File: config.mk
export PLATFORM = sky130hd
export DESIGN_NAME = bin_to_bcd_seq_flat
export DESIGN_NICKNAME = d
export VERILOG_FILES = /design/src/rtl/bin_to_bcd_seq_if.sv /design/src/rtl/bin_to_bcd_seq.sv /design/src/flat_wrapper.sv
export SDC_FILE = /design/constraint.sdc
export NUM_CORES = 1
export LEC_CHECK = 0
export BUFFER_PORTS_ARGS = -buffer_cell sky130_fd_sc_hd__buf_2
export CAP_MARGIN = 20
export CORE_ASPECT_RATIO = 0.75
export CORE_MARGIN = 1
export CORE_UTILIZATION = 57
export CTS_BUF_LIST = sky130_fd_sc_hd__clkbuf_4 sky130_fd_sc_hd__clkbuf_8 sky130_fd_sc_hd__clkbuf_16
export CTS_CLUSTER_SIZE = 28
export DETAILED_ROUTE_END_ITERATION = 10
export GPL_TIMING_DRIVEN = 1
export PLACE_DENSITY = 0.79
export REMOVE_ABC_BUFFERS = 1
export SYNTH_ARGS = -nofsm -noshare
export SYNTH_HDL_FRONTEND = slang
export SYNTH_SLANG_ARGS = --single-unit
File: constraint.sdc
create_clock -name clk -period 1.9 [get_ports clk]
set_clock_uncertainty 0.1 [all_clocks]
set_input_delay 0.285 -clock clk [delete_from_list [all_inputs] [get_ports clk]]
set_output_delay 0.285 -clock clk [all_outputs]
set_load 0.005 [all_outputs]
File: src/rtl/bin_to_bcd_seq_if.sv
// rtl/bin_to_bcd_seq_if.sv - start/done handshake bundle for bin_to_bcd_seq
//
// Purpose: groups the conversion request and the result signals of the
//   sequential binary-to-BCD converter.
// Signals:
//   start     requester -> converter  conversion request (taken only when idle)
//   bin       requester -> converter  binary operand, BIN_W bits
//   busy      converter -> requester  conversion in progress
//   done      converter -> requester  one-cycle pulse, bcd/overflow updated
//   bcd       converter -> requester  packed BCD, digit 0 in bits [3:0]
//   overflow  converter -> requester  value needed more than DIGITS digits
//   sign      converter -> requester  operand was negative (BIN_TO_BCD_SIGNED_EN only)
// Modports: master (requester side), slave (converter side).
// Build option: BIN_TO_BCD_SIGNED_EN adds the sign signal.

interface bin_to_bcd_seq_if #(
  parameter int BIN_W  = 32,
  parameter int DIGITS = 10
);
  logic                  start;
  logic [BIN_W-1:0]      bin;
  logic                  busy;
  logic                  done;
  logic [4*DIGITS-1:0]   bcd;
  logic                  overflow;
`ifdef BIN_TO_BCD_SIGNED_EN
  logic                  sign;

  modport master (output start, output bin,
                  input busy, input done, input bcd, input overflow, input sign);
  modport slave  (input start, input bin,
                  output busy, output done, output bcd, output overflow, output sign);
`else
  modport master (output start, output bin,
                  input busy, input done, input bcd, input overflow);
  modport slave  (input start, input bin,
                  output busy, output done, output bcd, output overflow);
`endif
endinterface

File: src/rtl/bin_to_bcd_seq.sv
// rtl/bin_to_bcd_seq.sv - sequential double-dabble binary-to-BCD converter
//
// Purpose: converts a BIN_W-bit binary operand into DIGITS packed BCD digits,
//   one operand bit per clock (shift-add-3), with a start/done handshake.
// Ports:
//   clk    system clock, rising edge
//   rst_n  asynchronous active-low reset
//   bus    bin_to_bcd_seq_if.slave: start/bin in, busy/done/bcd/overflow out
// Timing: start accepted at edge N -> done high in the cycle after edge
//   N+BIN_W+1; busy high from edge N until that same edge.
// Build option: BIN_TO_BCD_SIGNED_EN treats bin as two's complement and
//   reports the sign on bus.sign; the magnitude is converted.

module bin_to_bcd_seq #(
  parameter int BIN_W  = 32,
  parameter int DIGITS = 10
) (
  input  logic            clk,
  input  logic            rst_n,
  bin_to_bcd_seq_if.slave bus
);

  localparam int BCD_W = 4 * DIGITS;
  localparam int CNT_W = $clog2(BIN_W + 1);

  typedef enum logic [1:0] {
    IDLE   = 2'd0,
    SHIFT  = 2'd1,
    FINISH = 2'd2
  } state_t;

  state_t             state_q;
  state_t             state_d;

  logic [BIN_W-1:0]   shreg_q;
  logic [BCD_W-1:0]   scratch_q;
  logic [BCD_W-1:0]   scratch_adj;
  logic [CNT_W-1:0]   cnt_q;
  logic               sticky_q;

  logic               busy_q;
  logic               done_q;
  logic [BCD_W-1:0]   bcd_q;
  logic               ovf_q;

  logic               accept;
  logic [BIN_W-1:0]   load_val;

  assign accept = (state_q == IDLE) && bus.start;

`ifdef BIN_TO_BCD_SIGNED_EN
  // Negate in BIN_W+1 bits so the most negative operand yields its true
  // magnitude 2**(BIN_W-1), which still fits in BIN_W unsigned bits.
  logic [BIN_W:0]     bin_ext;
  logic [BIN_W:0]     bin_neg;
  logic               neg_in;
  logic               sign_work_q;
  logic               sign_q;

  assign neg_in   = bus.bin[BIN_W-1];
  assign bin_ext  = {neg_in, bus.bin};
  assign bin_neg  = -bin_ext;
  assign load_val = neg_in ? bin_neg[BIN_W-1:0] : bus.bin;
  assign bus.sign = sign_q;
`else
  assign load_val = bus.bin;
`endif

  // Add 3 to every digit >= 5 so that the following left shift carries
  // correctly into the next decade; all digits adjust in parallel.
  always_comb begin
    scratch_adj = scratch_q;
    for (int i = 0; i < DIGITS; i++) begin
      if (scratch_q[4*i +: 4] >= 4'd5) begin
        scratch_adj[4*i +: 4] = scratch_q[4*i +: 4] + 4'd3;
      end
    end
  end

  // State register
  always_ff @(posedge clk or negedge rst_n) begin
    if (!rst_n) begin
      state_q <= IDLE;
    end else begin
      state_q <= state_d;
    end
  end

  // Next-state logic
  always_comb begin
    state_d = state_q;
    case (state_q)
      IDLE:    if (bus.start) state_d = SHIFT;
      SHIFT:   if (cnt_q == CNT_W'(1)) state_d = FINISH;
      FINISH:  state_d = IDLE;
      default: state_d = IDLE;
    endcase
  end

  // Datapath and registered outputs
  always_ff @(posedge clk or negedge rst_n) begin
    if (!rst_n) begin
      shreg_q     <= '0;
      scratch_q   <= '0;
      cnt_q       <= '0;
      sticky_q    <= 1'b0;
      busy_q      <= 1'b0;
      done_q      <= 1'b0;
      bcd_q       <= '0;
      ovf_q       <= 1'b0;
`ifdef BIN_TO_BCD_SIGNED_EN
      sign_work_q <= 1'b0;
      sign_q      <= 1'b0;
`endif
    end else begin
      done_q <= 1'b0;
      case (state_q)
        IDLE: begin
          if (accept) begin
            shreg_q     <= load_val;
            scratch_q   <= '0;
            sticky_q    <= 1'b0;
            cnt_q       <= CNT_W'(BIN_W);
            busy_q      <= 1'b1;
`ifdef BIN_TO_BCD_SIGNED_EN
            sign_work_q <= neg_in;
`endif
          end
        end
        SHIFT: begin
          scratch_q <= {scratch_adj[BCD_W-2:0], shreg_q[BIN_W-1]};
          shreg_q   <= shreg_q << 1;
          // A one leaving the top digit means the value needs another digit.
          if (scratch_adj[BCD_W-1]) begin
            sticky_q <= 1'b1;
          end
          cnt_q <= cnt_q - CNT_W'(1);
        end
        FINISH: begin
          bcd_q  <= scratch_q;
          ovf_q  <= sticky_q;
          done_q <= 1'b1;
          busy_q <= 1'b0;
`ifdef BIN_TO_BCD_SIGNED_EN
          sign_q <= sign_work_q;
`endif
        end
        default: begin
          busy_q <= 1'b0;
        end
      endcase
    end
  end

  assign bus.busy     = busy_q;
  assign bus.done     = done_q;
  assign bus.bcd      = bcd_q;
  assign bus.overflow = ovf_q;

endmodule

File: src/flat_wrapper.sv
// flat-port wrapper written by rule: the top's interface ports become plain ports
module bin_to_bcd_seq_flat 
#(
  parameter int BIN_W  = 32,
  parameter int DIGITS = 10
)
  (clk, rst_n, bus_start, bus_bin, bus_busy, bus_done, bus_bcd, bus_overflow);
  bin_to_bcd_seq_if #(.BIN_W(BIN_W), .DIGITS(DIGITS)) bus_i ();
  input  logic clk;
  input  logic rst_n;
  input wire logic [$bits(bus_i.start)-1:0] bus_start;
  input wire logic [$bits(bus_i.bin)-1:0] bus_bin;
  output wire logic [$bits(bus_i.busy)-1:0] bus_busy;
  output wire logic [$bits(bus_i.done)-1:0] bus_done;
  output wire logic [$bits(bus_i.bcd)-1:0] bus_bcd;
  output wire logic [$bits(bus_i.overflow)-1:0] bus_overflow;
  assign bus_i.start = bus_start;
  assign bus_i.bin = bus_bin;
  assign bus_busy = bus_i.busy;
  assign bus_done = bus_i.done;
  assign bus_bcd = bus_i.bcd;
  assign bus_overflow = bus_i.overflow;
  bin_to_bcd_seq #(.BIN_W(BIN_W), .DIGITS(DIGITS)) u_core (.clk(clk), .rst_n(rst_n), .bus(bus_i));
endmodule
==> results of run 1 <==
final cells by class:
cell class / instances / share of cell area, %
inverters: 24 / 1.285
repair buffers: 118 / 11.67
clock buffers: 21 / 6.763
well taps: 128 / 2.284
multi-input cells: 321 / 31.73
clock inverters: 11 / 2.016
flip-flops and latches: 124 / 44.25
state kept, by name, summed over array words and instances (netlist names):
register / cells
u_core.bus.bcd: 40
u_core.scratch_q: 40
u_core.shreg_q: 32
u_core.cnt_q: 6
u_core.state_q: 2
u_core.bus.busy: 1
u_core.bus.done: 1
u_core.bus.overflow: 1
u_core.sticky_q: 1
synthesized netlist by cell type:
| library cell | number |
|---|---|
| ha_1 | 22 |
| nand2_2 | 1 |
| nor4_2 | 1 |
| o41ai_1 | 1 |
| a22oi_1 | 31 |
| xor2_1 | 10 |
| nor3b_2 | 1 |
| a22o_1 | 10 |
| nand2b_1 | 11 |
| o31ai_1 | 12 |
| xnor2_1 | 10 |
| buf_2 | 9 |
| o21ai_0 | 33 |
| o22ai_1 | 10 |
| mux2i_1 | 11 |
| a32o_1 | 10 |
| a211oi_1 | 1 |
| nand2_1 | 93 |
| nor2b_1 | 1 |
| nor2_1 | 4 |
| nor4_1 | 1 |
| buf_6 | 2 |
| o32ai_1 | 9 |
| buf_4 | 1 |
| a21oi_1 | 11 |
| nand3_1 | 3 |
| o311ai_0 | 1 |
| inv_1 | 24 |
| clkbuf_1 | 11 |
| or3b_1 | 1 |
| buf_1 | 4 |
| mux2_2 | 21 |
| dfrtp_1 | 124 |
| a31oi_1 | 1 |
stage by stage:
step                      hold WS, ps  power (mW)
final                           3.837       12.05
after global routing            13.42       12.87
after CTS                      0.1417       12.05
after detailed placement        118.6       8.610
after global placement          108.8       8.365
after floorplan                -110.6       7.217
worst min-delay path, delay by kind of cell:
family / cells / cell delay (ps)
buf+inv: 1 / 80
simple gates: 1 / 60
compound gates: 1 / 60
cell families (layout without fill, tap and decap cells):
family / after synthesis / after routing / share of synthesized area (%)
xor gates and xnor gates: 20 / 20 / 3.170
buffers and inverters: 51 / 174 / 4.008
DFF: 124 / 124 / 56.16
and+or+nand+nor: 117 / 117 / 9.058
muxes: 32 / 32 / 6.273
AOI/OAI and AO/OA: 130 / 130 / 16.35
adders and majority gates: 22 / 22 / 4.982
worst max path at each step:
stage	startpoint	endpoint	depth (start not counted)
CTS	u_core.scratch_q[20]	u_core.scratch_q[22]	6
floorplan	u_core.state_q[1]	u_core.scratch_q[10]	3
finish	u_core.scratch_q[20]	u_core.scratch_q[22]	6
global route	u_core.scratch_q[21]	u_core.scratch_q[22]	6
global placement	u_core.scratch_q[28]	u_core.scratch_q[30]	6
detailed placement	u_core.scratch_q[24]	u_core.scratch_q[26]	6
routing by layer:
metal | part of all wire (%) | up-vias | track usage [%]
met4 | 2.0 | 0 | 11.54
met5 | 0 | - | 0
met2 | 48 | 119 | 41.70
met1 | 45 | 2065 | 34.49
li1 | - | 1981 | -
met3 | 4.2 | 26 | 6.541
power by group through the flow:
stage	registers, mW	logic (mW)	clock network (mW)
detailed placement	4.51	4.10	0
CTS	4.50	4.18	3.37
floorplan	4.36	2.85	0
global route	4.68	4.71	3.48
global placement	4.46	3.91	0
finish	4.53	4.19	3.33
==> impl_metrics.toml, run 1 <==
[placed_design]
hpwl_microns = 7367
port_buffers = 77
place_ws_ps = 232.7
routabilityCongestion = 0.7651
place_area_sq_um = 6156
dpl.cell_count = 691

[timing]
tns_ps = 0
min_period_ps = 1749
max_freq_mhz = 571.6
finalCritPeriodShare_pct = 92.07
slew_headroom_pct = 73.55
worstMarginPinSlew_ps = 396.7
setup_viol = 0
final-hold-violation-count = 0
setup_ws_ps = 150.7
slew_violations = 0
rsz0062_at_grt = "no"

[clock_tree]
clkLatencyLatePin_ps = 420
cts_root_buf = "clkbuf_16"
clock-sinks = 124
htree_levels = 4
postCtsHoldBufs = 24
cts.path.max_buffers = 2
cts_setup_buffers = 0
cts_resized = 0
tritoncts = "done"
clk_pin_slew_ps = 60
cts_buffers = 17

[layout]
antennaDiodeCount = 0
stdcell_area_sq_um = 7012
final_cell_mix = "dfrtp_1 (124), nand2_1 (92), buf_2 (76)"
final_core_util_pct = 75.94
final_common_cell = "dfrtp_1"
regArea_sq_um = 3103
multi_input_area_sq_um = 2225
layout.nets = 663
drive_gt1_share_pct = 24.72
fill_cells = 623
fin_cells = 747
area_growth_pct = 26.90

[synthesis]
synth_cells = 496
ys.warnings.count = 0
synth_seq_area_share_pct = 56.16
synth_area_leaders = "dfrtp_1 (56%), nand2_1 (6.3%), ha_1 (5.0%)"
netlist.area_leader.share_pct = 56.16
synth_area_per_cell_sq_um = 11.14
mappedNetlistArea_sq_um = 5525
yosysTopAreaCell = "dfrtp_1"
synth_cell_type_count = 34
ys_ff_latch = 124

[routing]
drt_drc_violations_left = 0
wl_microns = 11970
dr_total_vias = 4191
firstDrtPassIters = 5
post_drt_wl_per_cell_microns = 16.03
postRouteAntennaNets = 0
vias_per_cell = 5.610
drt_iter0_drc = 221

[power]
ir_worst_vdd_mv = 0.9435
power_switching_mw = 4.214
power.internal_mw = 7.837
swShare_pct = 34.97
p_per_area_nw_per_um2 = 1719
combPwrFrac_pct = 34.8
power_frac_clock_pct = 27.6
power_frac_seq_pct = 37.6
p_leak_nw = 3.523

[setup_path]
crit_arrival_ps = 2000
cp_num_buf_inv = 1
criticalPathCategory = "flip-flop to flip-flop"
reg2reg_slack_ps = 150
crit_slowest_cell = "dfrtp_1"
r2r-start = "u_core.scratch_q[20]"
slowest_delay_ps = 400
worstSetupEndpointType = "flip-flop"
cp_top_family = "compound AO/OA/AOI/OAI gates"
r2r_end = "u_core.scratch_q[22]"
rr_worst_depth = 6
path_max_fanout = 4
worst_setup_path_start_kind = "flip-flop"
worstPathRequired_ps = 2150
path_cells = "inv_1, ha_1, nand2b_1, a21oi_1, mux2i_1, a22o_1"

[min_path]
holdPathEnd = "u_core.shreg_q[1]"
hold_class = "input pin to flip-flop"
min_path_cells = 3
min_from = "bus_bin[1]"

[floorplan]
coreArea_sq_um = 9234
die-area_sq_um = 10100
rows = 30
die_w_microns = 115.7
ios = 78
start_util_pct = 59.84
die_h_microns = 87.27

[global_route]
grt_antenna_before_repair = 0
grt_pass1_wl_microns = 19840
grt_overflow = 0
grt_start_max_net_pins = 48
grt_usage_pct = 26.24
grt_pass1_vias = 4073

[outcome]
status = "complete, no violations"

[flow_run]
max_cap_violations = 0
(Power assumes the default switching activity.)
==> run 2, diff against run 1 <==
CORE_MARGIN = 1.5   (was 1)
RECOVER_POWER = 50   (was unset)
==> impl_metrics.toml, run 2 (synthesized netlist as in run 1, its figures left out) <==
[outcome]
status = "complete, no violations"

[global_route]
grt_start_max_net_pins = 63
grt_overflow = 0
grt_pass1_vias = 4179
grt_usage_pct = 25.47
grt_antenna_before_repair = 0
grt_pass1_wl_microns = 20000

[timing]
finalCritPeriodShare_pct = 93.50
setup_viol = 0
min_period_ps = 1777
max_freq_mhz = 562.9
rsz0062_at_grt = "no"
slew_violations = 0
tns_ps = 0
worstMarginPinSlew_ps = 920.5
slew_headroom_pct = 38.57
final-hold-violation-count = 0

[routing]
wl_microns = 12170
vias_per_cell = 5.755
dr_total_vias = 4190
drt_iter0_drc = 290
firstDrtPassIters = 7
postRouteAntennaNets = 0
post_drt_wl_per_cell_microns = 16.72
drt_drc_violations_left = 0

[clock_tree]
clock-sinks = 124
clk_pin_slew_ps = 50
cts.path.max_buffers = 2
cts_buffers = 17
htree_levels = 4
clkLatencyLatePin_ps = 410
cts_setup_buffers = 0
tritoncts = "done"
cts_root_buf = "clkbuf_16"

[power]
ir_worst_vdd_mv = 1.082
p_per_area_nw_per_um2 = 1778
fin_total_pwr_mw = 12.13
p_leak_nw = 3.420

[layout]
fin_cells = 728
fill_cells = 629
layout.nets = 644
antennaDiodeCount = 0
final_common_cell = "dfrtp_1"
final_cell_mix = "dfrtp_1 (124), nand2_1 (92), buf_2 (69)"
drive_gt1_share_pct = 23.83
area_growth_pct = 23.46

[setup_path]
worstSetupEndpointType = "flip-flop"
cp_top_family = "simple AND/OR/NAND/NOR gates"
rr_worst_depth = 3
crit_slowest_cell = "nor2_2"
slowest_delay_ps = 730
r2r_end = "u_core.scratch_q[2]"
cp.depth = 3
path_cells = "nor2b_4, nor2_2, a22o_1"
cp_num_buf_inv = 0
criticalPathCategory = "flip-flop to flip-flop"
worst_setup_path_start_kind = "flip-flop"
worstPathRequired_ps = 2150
r2r-start = "u_core.state_q[0]"
reg2reg_slack_ps = 120
crit_arrival_ps = 2030
path_max_fanout = 21

[floorplan]
die-area_sq_um = 10300
start_util_pct = 59.84
die_h_microns = 88.27
rows = 30
die_w_microns = 116.7
ios = 78
coreArea_sq_um = 9234

[min_path]
min_from = "bus_bin[6]"
holdPathEnd = "u_core.shreg_q[6]"
min_path_cells = 3
hold_class = "input pin to flip-flop"

[flow_run]
max_cap_violations = 0

[placed_design]
dpl.cell_count = 686
port_buffers = 77
hpwl_microns = 7442
routabilityCongestion = 0.8056
## run 2: changes by cell type in the layout (fill, tap and decap cells not counted), moves of 7 or more
cell | before | now
clkbuf_1 | 0 | 7
buf_2 | 76 | 69
dlygate4sd3_1 | 24 | 9
buf_4 | 13 | 6
## run 2: area by class of cell
| type | instances | area [sq um] | share of cell area, % |
|---|---|---|---|
| Timing Repair Buffer | 98 | 589.3 | 8.639 |
| Inverter | 24 | 90.09 | 1.321 |
| Clock inverter | 6 | 105.1 | 1.541 |
| Multi-Input combinational cell | 322 | 2243 | 32.89 |
| Tap cell | 128 | 160.2 | 2.348 |
| Clock buffer | 26 | 530.5 | 7.777 |
| Sequential cell | 124 | 3103 | 45.49 |
## run 2: layer usage
layer / vias to the layer above / global-route usage [%] / wire (microns)
met4: 0 / 10.51 / 258
met3: 28 / 6.849 / 606
met2: 134 / 41.25 / 5927
met1: 2081 / 33.01 / 5381
met5: - / 0 / 0
li1: 1947 / - / -
## run 2: metrics by stage
| step | utilization, % | hold slack, ps | instance area [sq um] | worst slack [ps] |
|---|---|---|---|---|
| after floorplan | - | -110.6 | 5394 | -2191 |
| final | 73.88 | 3.577 | 6822 | 123.4 |
| after global placement | 66.12 | 157.0 | 6106 | 151.9 |
| after detailed placement | 66.12 | 168.0 | 6106 | 107.0 |
| after CTS | 73.98 | 0.2635 | 6832 | 66.60 |
| after global routing | 73.88 | 14.37 | 6822 | 33.92 |
## run 2: power by group
group	leakage (nW)	internal [mW]	switching [mW]
sequential	1.59	3.72	0.821
clock	0.321	2.31	1.10
combinational	1.51	1.88	2.28
## run 2: worst max-delay path by stage
stage	startpoint	end	slack, ps
global route	u_core.scratch_q[24]	u_core.scratch_q[26]	30
CTS	u_core.state_q[1]	u_core.shreg_q[8]	70
floorplan	u_core.state_q[1]	u_core.scratch_q[10]	-2190
detailed placement	u_core.state_q[1]	u_core.scratch_q[30]	110
finish	u_core.state_q[0]	u_core.scratch_q[2]	120
global placement	u_core.state_q[1]	u_core.scratch_q[30]	150
## run 2: tightest hold or removal path, stage by stage
cell     delay [ps]
buf_2            80
a22oi_1          60
nand2_1          60
## run 2: repair_timing
action                     in CTS  in global routing
hold buffers                    9                  0
hold endpoints to repair       36                  0
setup endpoints to repair       0                 39
gates resized for setup         0                  2
==> run 3, diff against run 2 <==
ABC_AREA = 1   (was unset)
CORE_UTILIZATION = 58   (was 57)
PLACE_DENSITY = 0.8   (was 0.79)
==> impl_metrics.toml, run 3 <==
[synthesis]
synth_seq_area_share_pct = 53.07
synth_edf_count = 0
synth_area_per_cell_sq_um = 8.098
netlist.area_leader.share_pct = 53.07
yosysMostFrequentCell = "nand2_1"
ys.warnings.count = 0
synth_common_cells = "nand2_1 (289), dfrtp_1 (124), nand3_1 (84)"
synth_cell_type_count = 22
yosysTopAreaCell = "dfrtp_1"
async_reset_ff_share_pct = 100.0
mappedNetlistArea_sq_um = 5847
synth_cells = 722
synth_top_flop_cell = "dfrtp_1"
synth_area_leaders = "dfrtp_1 (53%), nand2_1 (19%), nand3_1 (7.2%)"
ys_ff_latch = 124

[setup_path]
criticalPathCategory = "flip-flop to flip-flop"
worstSetupEndpointType = "flip-flop"
worstPathRequired_ps = 2150
crit_slowest_cell = "inv_2"
slowest_delay_ps = 450
path_max_fanout = 33
worst_setup_path_start_kind = "flip-flop"
path_cells = "inv_1, nand3_2, inv_2, nor2_1, nand2_1, nand2_1, inv_1"
crit_arrival_ps = 1850
rr_worst_depth = 7

[routing]
drt_iter0_drc = 588
postRouteAntennaNets = 0
vias_per_cell = 5.303
highest_layer = "met4"
dr_wl_met2_microns = 6336
dr_total_vias = 5176
met3_length_microns = 678
firstDrtPassIters = 5
post_drt_wl_per_cell_microns = 13.35
wl_microns = 13030
m1WireLength_microns = 5748
drt_drc_violations_left = 0

[layout]
layout.nets = 888
fill_cells = 712
final_cell_mix = "nand2_1 (289), dfrtp_1 (124), nand3_1 (84)"
final_common_cell = "nand2_1"
drive_gt1_share_pct = 14.45
area_growth_pct = 24.91
antennaDiodeCount = 0

[clock_tree]
clock-sinks = 124
cts.path.max_buffers = 2
htree_levels = 4
tritoncts = "done"
cts_setup_buffers = 0
clk_pin_slew_ps = 50
cts_root_buf = "clkbuf_16"
cts_buffers = 17
clkLatencyLatePin_ps = 420

[global_route]
grt_pass1_wl_microns = 22730
grt_start_max_net_pins = 80
grt_antenna_before_repair = 0
grt_usage_pct = 26.35
grt_overflow = 0
grt_pass1_vias = 5087

[timing]
rsz0062_at_grt = "no"
setup_viol = 0
worstMarginPinSlew_ps = 697.6
slew_headroom_pct = 53.49
max_freq_mhz = 624.5
slew_violations = 0
min_period_ps = 1601
finalCritPeriodShare_pct = 84.28
hold_slack_ps = 10.70
final-hold-violation-count = 0
tns_ps = 0

[placed_design]
hpwl_microns = 8245
routabilityCongestion = 0.8018
port_buffers = 77

[flow_run]
max_cap_violations = 0

[floorplan]
die_h_microns = 89.95
ios = 78
start_util_pct = 60.06
die-area_sq_um = 10700
coreArea_sq_um = 9736
die_w_microns = 118.9
rows = 31

[min_path]
hold_class = "input pin to flip-flop"
min_path_cells = 3

[power]
fin_total_pwr_mw = 12.30
p_leak_nw = 3.841
power_frac_seq_pct = 36.3
p_per_area_nw_per_um2 = 1684
swShare_pct = 37.93
combPwrFrac_pct = 36.8
power_frac_clock_pct = 26.9
power.internal_mw = 7.632
ir_worst_vdd_mv = 0.9058
power_switching_mw = 4.664

[outcome]
status = "complete, no violations"
[run 3: cell count changes in the layout (fill, tap and decap cells not counted), moves of 12 or more]
| cell | change |
|---|---|
| a22oi_1 | -31 |
| dlygate4sd3_1 | +21 |
| inv_1 | +36 |
| mux2_2 | -21 |
| nand2_1 | +197 |
| nand3_1 | +81 |
| nand4_1 | +20 |
| o21ai_0 | +23 |
| o21ai_1 | +16 |
| o31ai_1 | -12 |
[run 3: power by group through the flow]
stage	clock [mW]	sequential, mW	combinational [mW]
after floorplan	0	4.34	3.13
after global placement	0	4.42	4.13
after detailed placement	0	4.47	4.41
after CTS	3.35	4.46	4.52
after global routing	3.46	4.60	5.24
final	3.31	4.47	4.52
[run 3: through the flow]
| step | cells | setup WS (ps) | util, % | area (sq um) |
|---|---|---|---|---|
| 2_1_floorplan | 697 | -388.0 | - | 5724 |
| 3_3_place_gp | 914 | 367.8 | 65.81 | 6407 |
| 3_5_place_dp | 914 | 333.0 | 65.81 | 6407 |
| 4_1_cts | 976 | 319.7 | 75.23 | 7325 |
| 5_1_grt | 976 | 110.3 | 75.02 | 7303 |
| 6_report | 976 | 298.7 | 75.02 | 7303 |
[run 3: logic make-up (layout without fill, tap and decap cells)]
kind of cell,after synthesis,count (layout),share of synthesized area [%]
AO/OA/AOI/OAI,79,79,6.934
adder cells (fa/ha/maj),22,22,4.708
buffers and inverters,88,210,6.142
flip-flops,124,124,53.07
AND/OR/NAND/NOR,409,409,29.15
[run 3: cell type report]
cell class	instances	area (sq um)	share of cell area [%]
clock buffer	26	536.8	7.350
clock inverter	6	80.08	1.096
inverter	63	236.5	3.238
multi-input combinational	510	2390	32.72
sequential	124	3103	42.49
tap	132	165.2	2.261
timing repair buffer	115	792.0	10.84
[run 3: timing repair]
action                                  in CTS  in global routing
endpoints found under the hold margin       53                  0
hold buffers                                30                  0
endpoints found under the setup margin       0                  0
resized for setup                            0                  0
[run 3: worst paths after layout]
check	from	to	slack [ps]
max	u_core.state_q[1]	u_core.cnt_q[5]	300
min reg2reg	u_core.state_q[1]	u_core.bus.busy	330
min in group asynchronous	rst_n	u_core.bus.bcd[24]	360
max in group asynchronous	rst_n	u_core.scratch_q[16]	360
min	bus_bin[4]	u_core.shreg_q[4]	10
max reg2reg	u_core.state_q[1]	u_core.cnt_q[5]	300
[run 3: metal layers]
layer	up-vias	GRT usage, %
met4	0	11.24
met3	28	5.901
li1	2553	-
met2	185	44.14
met5	-	0
met1	2410	33.21
[run 3: critical path, delay by kind of cell, from the launching register on]
| kind | cells | cell delay [ps] |
|---|---|---|
| buffers and inverters | 3 | 660 |
| AND/OR/NAND/NOR | 4 | 410 |
| flip-flops | 1 | 370 |
